## src/rtl/alu_sequencer.sv

```systemverilog
// rtl/alu_sequencer.sv - request/response sequencer driving a 32-bit ALU, with 64-bit chaining and NZCV register
module alu_sequencer (
    input  logic        Clk,
    input  logic        Reset,
    input  logic        Req_Valid,
    output logic        Req_Ready,
    input  logic [4:0]  Req_OP,
    input  logic        Req_Wide,
    input  logic        Req_S,
    input  logic [63:0] Req_A,
    input  logic [63:0] Req_B,
    output logic        Rsp_Valid,
    input  logic        Rsp_Ready,
    output logic [63:0] Rsp_Result,
    output logic [3:0]  Flags,
    output logic        Busy,
    output logic [31:0] ALU_A,
    output logic [31:0] ALU_B,
    output logic [4:0]  ALU_OP,
    output logic        ALU_Cin,
    input  logic [31:0] ALU_Out,
    input  logic        ALU_Z,
    input  logic        ALU_V,
    input  logic        ALU_N,
    input  logic        ALU_C
);

    localparam logic [1:0] ST_IDLE = 2'd0;
    localparam logic [1:0] ST_LO   = 2'd1;
    localparam logic [1:0] ST_HI   = 2'd2;
    localparam logic [1:0] ST_DONE = 2'd3;

    localparam logic [4:0] OP_IDLE = 5'b10000;

    logic [1:0]  state_q,   state_d;
    logic [4:0]  op_q,      op_d;
    logic        wide_q,    wide_d;
    logic        s_q,       s_d;
    logic [63:0] a_q,       a_d;
    logic [63:0] b_q,       b_d;
    logic [31:0] lo_res_q,  lo_res_d;
    logic        lo_z_q,    lo_z_d;
    logic        lo_c_q,    lo_c_d;
    logic [63:0] result_q,  result_d;
    logic [3:0]  flags_q,   flags_d;

    // High pass turns the plain op into its carry-consuming counterpart.
    function automatic logic [4:0] hi_opcode(input logic [4:0] op);
        case (op)
            5'd4, 5'd11: hi_opcode = 5'd5;
            5'd2, 5'd10: hi_opcode = 5'd6;
            5'd3:        hi_opcode = 5'd7;
            default:     hi_opcode = op;
        endcase
    endfunction

    function automatic logic is_add_class(input logic [4:0] op);
        is_add_class = (op == 5'd4) || (op == 5'd5) || (op == 5'd11);
    endfunction

    function automatic logic is_sub_class(input logic [4:0] op);
        is_sub_class = (op == 5'd2) || (op == 5'd3) || (op == 5'd6) ||
                       (op == 5'd7) || (op == 5'd10);
    endfunction

    function automatic logic is_arith(input logic [4:0] op);
        is_arith = ((op >= 5'd2) && (op <= 5'd7)) || (op == 5'd10) ||
                   (op == 5'd11) || (op == 5'd17) || (op == 5'd18);
    endfunction

    function automatic logic writes_flags(input logic s, input logic [4:0] op);
        writes_flags = s || ((op >= 5'd8) && (op <= 5'd11));
    endfunction

    assign Req_Ready  = (state_q == ST_IDLE);
    assign Busy       = (state_q != ST_IDLE);
    assign Rsp_Valid  = (state_q == ST_DONE);
    assign Rsp_Result = result_q;
    assign Flags      = flags_q;

    always_comb begin
        ALU_A   = 32'd0;
        ALU_B   = 32'd0;
        ALU_OP  = OP_IDLE;
        ALU_Cin = 1'b0;
        case (state_q)
            ST_LO: begin
                ALU_A   = a_q[31:0];
                ALU_B   = b_q[31:0];
                ALU_OP  = op_q;
                ALU_Cin = ((op_q == 5'd5) || (op_q == 5'd6) || (op_q == 5'd7)) ? flags_q[1] : 1'b0;
            end
            ST_HI: begin
                ALU_A  = a_q[63:32];
                ALU_B  = b_q[63:32];
                ALU_OP = hi_opcode(op_q);
                // The ALU reports borrow on subtracts, so the chained carry is inverted.
                if (is_add_class(op_q)) begin
                    ALU_Cin = lo_c_q;
                end else if (is_sub_class(op_q)) begin
                    ALU_Cin = ~lo_c_q;
                end else begin
                    ALU_Cin = 1'b0;
                end
            end
            default: begin
                ALU_Cin = 1'b0;
            end
        endcase
    end

    always_comb begin
        state_d  = state_q;
        op_d     = op_q;
        wide_d   = wide_q;
        s_d      = s_q;
        a_d      = a_q;
        b_d      = b_q;
        lo_res_d = lo_res_q;
        lo_z_d   = lo_z_q;
        lo_c_d   = lo_c_q;
        result_d = result_q;
        flags_d  = flags_q;
        case (state_q)
            ST_IDLE: begin
                if (Req_Valid) begin
                    op_d    = Req_OP;
                    wide_d  = Req_Wide && (Req_OP != 5'd17) && (Req_OP != 5'd18);
                    s_d     = Req_S;
                    a_d     = Req_A;
                    b_d     = Req_B;
                    state_d = ST_LO;
                end
            end
            ST_LO: begin
                if (wide_q) begin
                    lo_res_d = ALU_Out;
                    lo_z_d   = ALU_Z;
                    lo_c_d   = ALU_C;
                    state_d  = ST_HI;
                end else begin
                    result_d = {32'd0, ALU_Out};
                    if (writes_flags(s_q, op_q)) begin
                        flags_d = {ALU_N, ALU_Z,
                                   is_arith(op_q) ? ALU_C : flags_q[1],
                                   is_arith(op_q) ? ALU_V : flags_q[0]};
                    end
                    state_d = ST_DONE;
                end
            end
            ST_HI: begin
                result_d = {ALU_Out, lo_res_q};
                if (writes_flags(s_q, op_q)) begin
                    flags_d = {ALU_N, lo_z_q & ALU_Z,
                               is_arith(op_q) ? ALU_C : flags_q[1],
                               is_arith(op_q) ? ALU_V : flags_q[0]};
                end
                state_d = ST_DONE;
            end
            default: begin
                if (Rsp_Ready) begin
                    state_d = ST_IDLE;
                end
            end
        endcase
    end

    always_ff @(posedge Clk or posedge Reset) begin
        if (Reset) begin
            state_q  <= ST_IDLE;
            op_q     <= 5'd0;
            wide_q   <= 1'b0;
            s_q      <= 1'b0;
            a_q      <= 64'd0;
            b_q      <= 64'd0;
            lo_res_q <= 32'd0;
            lo_z_q   <= 1'b0;
            lo_c_q   <= 1'b0;
            result_q <= 64'd0;
            flags_q  <= 4'b0000;
        end else begin
            state_q  <= state_d;
            op_q     <= op_d;
            wide_q   <= wide_d;
            s_q      <= s_d;
            a_q      <= a_d;
            b_q      <= b_d;
            lo_res_q <= lo_res_d;
            lo_z_q   <= lo_z_d;
            lo_c_q   <= lo_c_d;
            result_q <= result_d;
            flags_q  <= flags_d;
        end
    end

endmodule

```

## config.mk

```make
export PLATFORM = sky130hd
export DESIGN_NAME = alu_sequencer
export DESIGN_NICKNAME = d
export VERILOG_FILES = /design/src/rtl/alu_sequencer.sv
export SDC_FILE = /design/constraint.sdc
export NUM_CORES = 1
export LEC_CHECK = 0
export BUFFER_PORTS_ARGS = -buffer_cell sky130_fd_sc_hd__clkbuf_2
export CAP_MARGIN = 20
export CORE_MARGIN = 1
export CORE_UTILIZATION = 44
export CTS_CLUSTER_DIAMETER = 60
export DETAILED_ROUTE_END_ITERATION = 8
export HOLD_SLACK_MARGIN = 0.02
export PLACE_DENSITY_LB_ADDON = 0.05
export SKIP_CTS_REPAIR_TIMING = 1
export SLEW_MARGIN = 40
export SYNTH_ARGS = -nofsm -noshare
export SYNTH_HDL_FRONTEND = slang
export SYNTH_SLANG_ARGS = --single-unit
```

## constraint.sdc

```tcl
create_clock -name Clk -period 10.2 [get_ports Clk]
set_input_delay 2.04 -clock Clk [delete_from_list [all_inputs] [get_ports Clk]]
set_output_delay 2.04 -clock Clk [all_outputs]
set_load 0.01 [all_outputs]
```

After elaboration in Yosys (flattened, before gate mapping)
Index checks and enable logic that the tools add are counted.
Widths: inputs -> output; s select.
{"block": "word_totals", "regBits": 239, "input_bits": 175, "wordCells": 84}
{"block": "classes", "order_cmp": 4, "n_eq_ne": 19, "n_mux": 20, "n_bitwise": 2, "reduce_logical": 28}
{"op": "$pmux 32 s2", "count": 2}
{"op": "$pmux 64 s2", "count": 1}
{"op": "$mux 64", "count": 1}
{"op": "$eq 5x3->1 const B", "count": 4}
{"op": "$pmux 5 s3", "count": 1}
{"op": "$logic_or 1x1->1", "count": 13}
{"op": "$mux 4", "count": 3}
{"op": "$eq 5x2->1 const B", "count": 2}
{"op": "$eq 5x4->1 const B", "count": 2}
{"op": "$eq 5x5->1 const B", "count": 2}
{"op": "$ne 5x5->1 const B", "count": 2}
{"op": "$pmux 5 s2", "count": 1}
{"op": "$ne 2x2->1 const B", "count": 4}
{"op": "$pmux 4 s2", "count": 1}
{"op": "$reduce_and 2->1", "count": 4}
{"op": "$mux 1", "count": 6}
{"op": "$pmux 2 s3", "count": 1}
{"op": "$ge 5x2->1 const B", "count": 1}
{"op": "$ge 5x4->1 const B", "count": 1}
{"op": "$le 5x3->1 const B", "count": 1}
{"op": "$le 5x4->1 const B", "count": 1}
{"op": "$eq 2x2->1 const B", "count": 2}
{"op": "$logic_and 1x1->1", "count": 4}
{"op": "$mux 2", "count": 2}
{"op": "other kinds (9)", "count": 11}

Logic depth before layout (Yosys ltp)
{"block": "logic_depth", "word_depth": 10, "depth_mapped": 8, "ltp_nobuf": 6}

Least setup slack after synthesis
Ideal clock, no wire load.
{"block": "synth_path", "kind": "reg2out", "start": "register state_q[1]", "end": "output ALU_OP[3]", "arrival_time_ns": 1.500, "required_time_ns": 8.160, "slack_ns": 6.660, "path_stages_with_launch": 7, "path_buffers": 2, "cell_sequence": "dfrtp_1 > inv_1 > ha_1 > buf_2 > buf_2 > inv_1 > a221oi_1"}
{"block": "synth_between", "elab_chain_cells": 2, "word_cells_on_any_way": 3, "cone_classes": "eq/ne (2); mux (1)"}
{"element": "start, declared", "line_no": "35", "text": "logic [1:0] state_q, state_d;"}
{"element": "start signal, assigned", "line_no": "182", "text": "state_q <= state_d;"}
{"element": "$eq 2x2->1 / $eq 2x1->1 (equally long branches)", "line_no": "86", "text": "case (state_q)"}
{"element": "$pmux 5 s2 (*)", "line_no": "86"}
{"element": "end, declared", "line_no": "19", "text": "output logic [4:0] ALU_OP,"}
Every way passes the cells marked *; elsewhere a longest branch is shown, timed or not.

Worst setup path after layout
{"block": "layout_path", "start": "register state_q[1]", "end": "output ALU_A[19]"}
{"block": "layout_between", "elab_chain_cells": 2, "word_cells_on_any_way": 3, "cone_classes": "eq/ne (2); mux (1)"}
{"element": "$eq 2x2->1 / $eq 2x1->1 (equally long branches)", "line_no": "86"}
{"element": "$pmux 32 s2 (*)", "line_no": "86"}
{"element": "end, declared", "line_no": "17", "text": "output logic [31:0] ALU_A,"}
Marked as above.

==> results.ini <==
[status]
outcome = complete, no violations

[layout]
fin_nets = 1267
final_cells = 1418
area_growth_pct = 25.64
drive_gt1_share_pct = 49.28

[global_routing]
grt_pass1_wl_um = 40300
grt_usage_pct = 21.01
grt_pass1_vias = 7427
gr-max-usage-layer = met2
grtUsageMet3_pct = 6.944
antenna_found_initial = 1
grt_max_degree = 140
met2_usage_pct = 33.57
grt-ovfl-total = 0
grtUsageMet1_pct = 27.21

[place]
place_hpwl_um = 16860
place_ws_ns = 5.815
dp.cells = 1371
gp_congestion = 0.7839
port-buffer-count = 315

[logic_synthesis]
ys_seq_area_share_pct = 57.49
synth_cells = 796
synth_seq_cells = 239
syn-cell-area_um2 = 10400
synth.avg_cell_area_um2 = 13.07
yosys_warnings = 0
syn_nets = 975
ys_types = 39

[detailed_routing]
drt-vias-per-instance = 5.090
firstDrtPassIters = 4
drc_errors = 0
wl_per_cell_um = 17.74
drt_wl_total_um = 25160
ant_nets = 0
first_iter_violations = 327
vias = 7217

[sta]
min_period_ns = 4.907
timing.slew.headroom_pct = 45.74
rsz0062_at_grt = false
hold_viol_final = 0
finalCritPeriodShare_pct = 48.11
max_slew.worst_pin.slew_ns = 0.8139
finClkSkew_ns = 0.01156
fin_ws_ns = 5.293
setup_viol = 0
maxSlewViolCount = 0
fmax_mhz = 203.8
tns_ns = 0

[critical_path]
rr_startpoint = state_q[1]$_DFFE_PP0P_
slowest_stage = ha_2
worst-path-max-fanout = 41
r2r_end = Rsp_Result[17]$_DFFE_PP0P_
critical_path_class = register to output pin
max_stage_delay_ns = 0.70
required_ns = 8.16
worstRegToRegCells = 6
worst-path-buf-inv = 3
crit_end = ALU_A[19]
crit_chain = inv_1, ha_2, buf_4, a22oi_1, nor2b_1, clkbuf_2
cp_num_cells = 6
cp-start-kind = register
path_delay_family = buffers and inverters
worst_ep_arrival_time_ns = 2.87
crit_start = state_q[1]$_DFFE_PP0P_
reg2reg_setup_slack_ns = 7.32
cp-end-kind = output pin

[clock_network]
clock_latency_ns = 0.53
h-tree-depth = 1
tritoncts = done
clk_pin_slew_ns = 0.06
cts-root-buf = clkbuf_16
cts_max_path_buffers = 3
cts_inserted_buffers = 28
cts.sinks = 239

[floorplanning]
die_area_um2 = 24260
ios = 316
die_x_um = 155.8
start_util_pct = 45.40
core_um2 = 22920
rows = 55
fp.dieH_um = 155.8

[pwr]
p_leak_uw = 0.006201
p_per_area_nw_per_um2 = 352.2
ir_drop_uv = 181.1

[run]
maxCapViolations = 0

[hold_path]
hold_path_class = register to register

## synth_stat cells
cell type,count,area (um^2)
buf_2,37,185.2
a21oi_1,2,10.01
a21oi_2,1,8.760
nor3b_1,1,7.510
nor2_1,7,26.28
buf_1,2,7.510
nand4_1,2,12.51
nand4b_1,1,8.760
nand2_2,1,6.260
a31oi_1,1,6.260
o22ai_1,1,6.260
a21boi_1,2,15.01
clkbuf_1,15,56.30
ha_1,4,50.05
nand3_1,3,15.01
a211oi_2,1,12.51
nand2b_1,1,6.260
a22o_1,33,289.0
o21ai_0,43,215.2
nand3b_1,1,7.510
o21a_1,1,7.510
dfrtp_1,239,5981
o211ai_1,1,7.510
a221oi_1,1,8.760
a21boi_0,1,7.510
nor3_1,1,5.000
a22oi_1,64,480.5
buf_6,3,33.78
inv_1,7,26.28
nor2b_1,64,400.4
mux2i_1,32,320.3
buf_4,5,37.54
o21ai_2,1,8.760
mux2_2,171,1926
nand2_1,42,157.7
a211o_1,1,8.760
xor2_1,1,8.760
or3b_4,1,11.26
o221ai_2,1,15.01
## routing by layer
metal | wire length [um] | share of wire (%)
met5 | 0 | 0
met4 | 529 | 2.1
met3 | 2103 | 8.4
met2 | 11880 | 47
met1 | 10650 | 42
## worst min-delay path by stage
stage	end	slack (ns)	startpoint	depth (start not counted)
2_1_floorplan	lo_z_q$_DFFE_PP0P_	0.47	lo_z_q$_DFFE_PP0P_	1
3_3_place_gp	Flags[2]$_DFFE_PP0P_	0.46	Flags[2]$_DFFE_PP0P_	2
3_5_place_dp	Rsp_Result[1]$_DFFE_PP0P_	0.47	Rsp_Result[1]$_DFFE_PP0P_	2
4_1_cts	Rsp_Result[16]$_DFFE_PP0P_	0.48	Rsp_Result[16]$_DFFE_PP0P_	2
5_1_grt	Rsp_Result[16]$_DFFE_PP0P_	0.50	Rsp_Result[16]$_DFFE_PP0P_	2
6_report	Rsp_Result[15]$_DFFE_PP0P_	0.48	Rsp_Result[15]$_DFFE_PP0P_	2
## power by group
part,total [uW],switching [uW],leakage [uW],internal [uW]
logic,1940,992,0.00292,953
clock network,947,372,0.000425,576
registers,1710,274,0.00286,1440
## area by class of cell
cell class                 instances  area [um^2]
fill                            2043         9844
sequential                       239         5981
multi-input combinational        488         4114
timing repair buffer             324         1668
clock buffer                      42        824.5
tap                              313        391.6
clock inverter                     4        51.30
inverter                           7        38.79
antenna                            1        2.502
## layout by cell type (no fill, tap or decap), types with 8 or more instances in the layout
cell type / Yosys / layout
clkbuf_2: 0 / 315
dfrtp_1: 239 / 239
mux2_2: 171 / 171
a22oi_1: 64 / 64
nor2b_1: 64 / 64
o21ai_0: 43 / 43
nand2_1: 42 / 41
a22o_1: 33 / 33
mux2i_1: 32 / 32
clkbuf_16: 0 / 29
clkbuf_1: 15 / 8
## worst min-delay path, stage by stage, from the launching register on
cell,delay [ns]
dfrtp_1,0.34
nand2_1,0.05
o21ai_0,0.06
## logic make-up after synthesis
family                   count (synthesis)  share of synthesized area [%]
multiplexers                           203                          21.59
adder cells (fa/ha/maj)                  4                         0.4811
XOR/XNOR                                 1                        0.08420
AO/OA/AOI/OAI                          155                          10.64
flip-flops                             239                          57.49
AND/OR/NAND/NOR                        125                          6.386
buffers and inverters                   69                          3.331
## sequential cells by signal, summed over array words and instances (netlist names)
signal and cells:
lo_z_q 1, Flags 4, wide_q 1, state_q 2, lo_res_q 32, Rsp_Result 64, s_q 1, a_q 64
b_q 64, lo_c_q 1, op_q 5
## stage by stage
stage / power, uW / utilization, % / hold WS (ns) / instance area (um^2)
after floorplan: 3073 / - / 0.4739 / 10400
after global routing: 4948 / 57.04 / 0.4983 / 13070
after CTS: 4668 / 57.01 / 0.4842 / 13070
after detailed placement: 3698 / 53.19 / 0.4717 / 12190
after global placement: 3653 / 53.02 / 0.4604 / 12150
final: 4603 / 57.04 / 0.4788 / 13070
(Power assumes the default switching activity.)
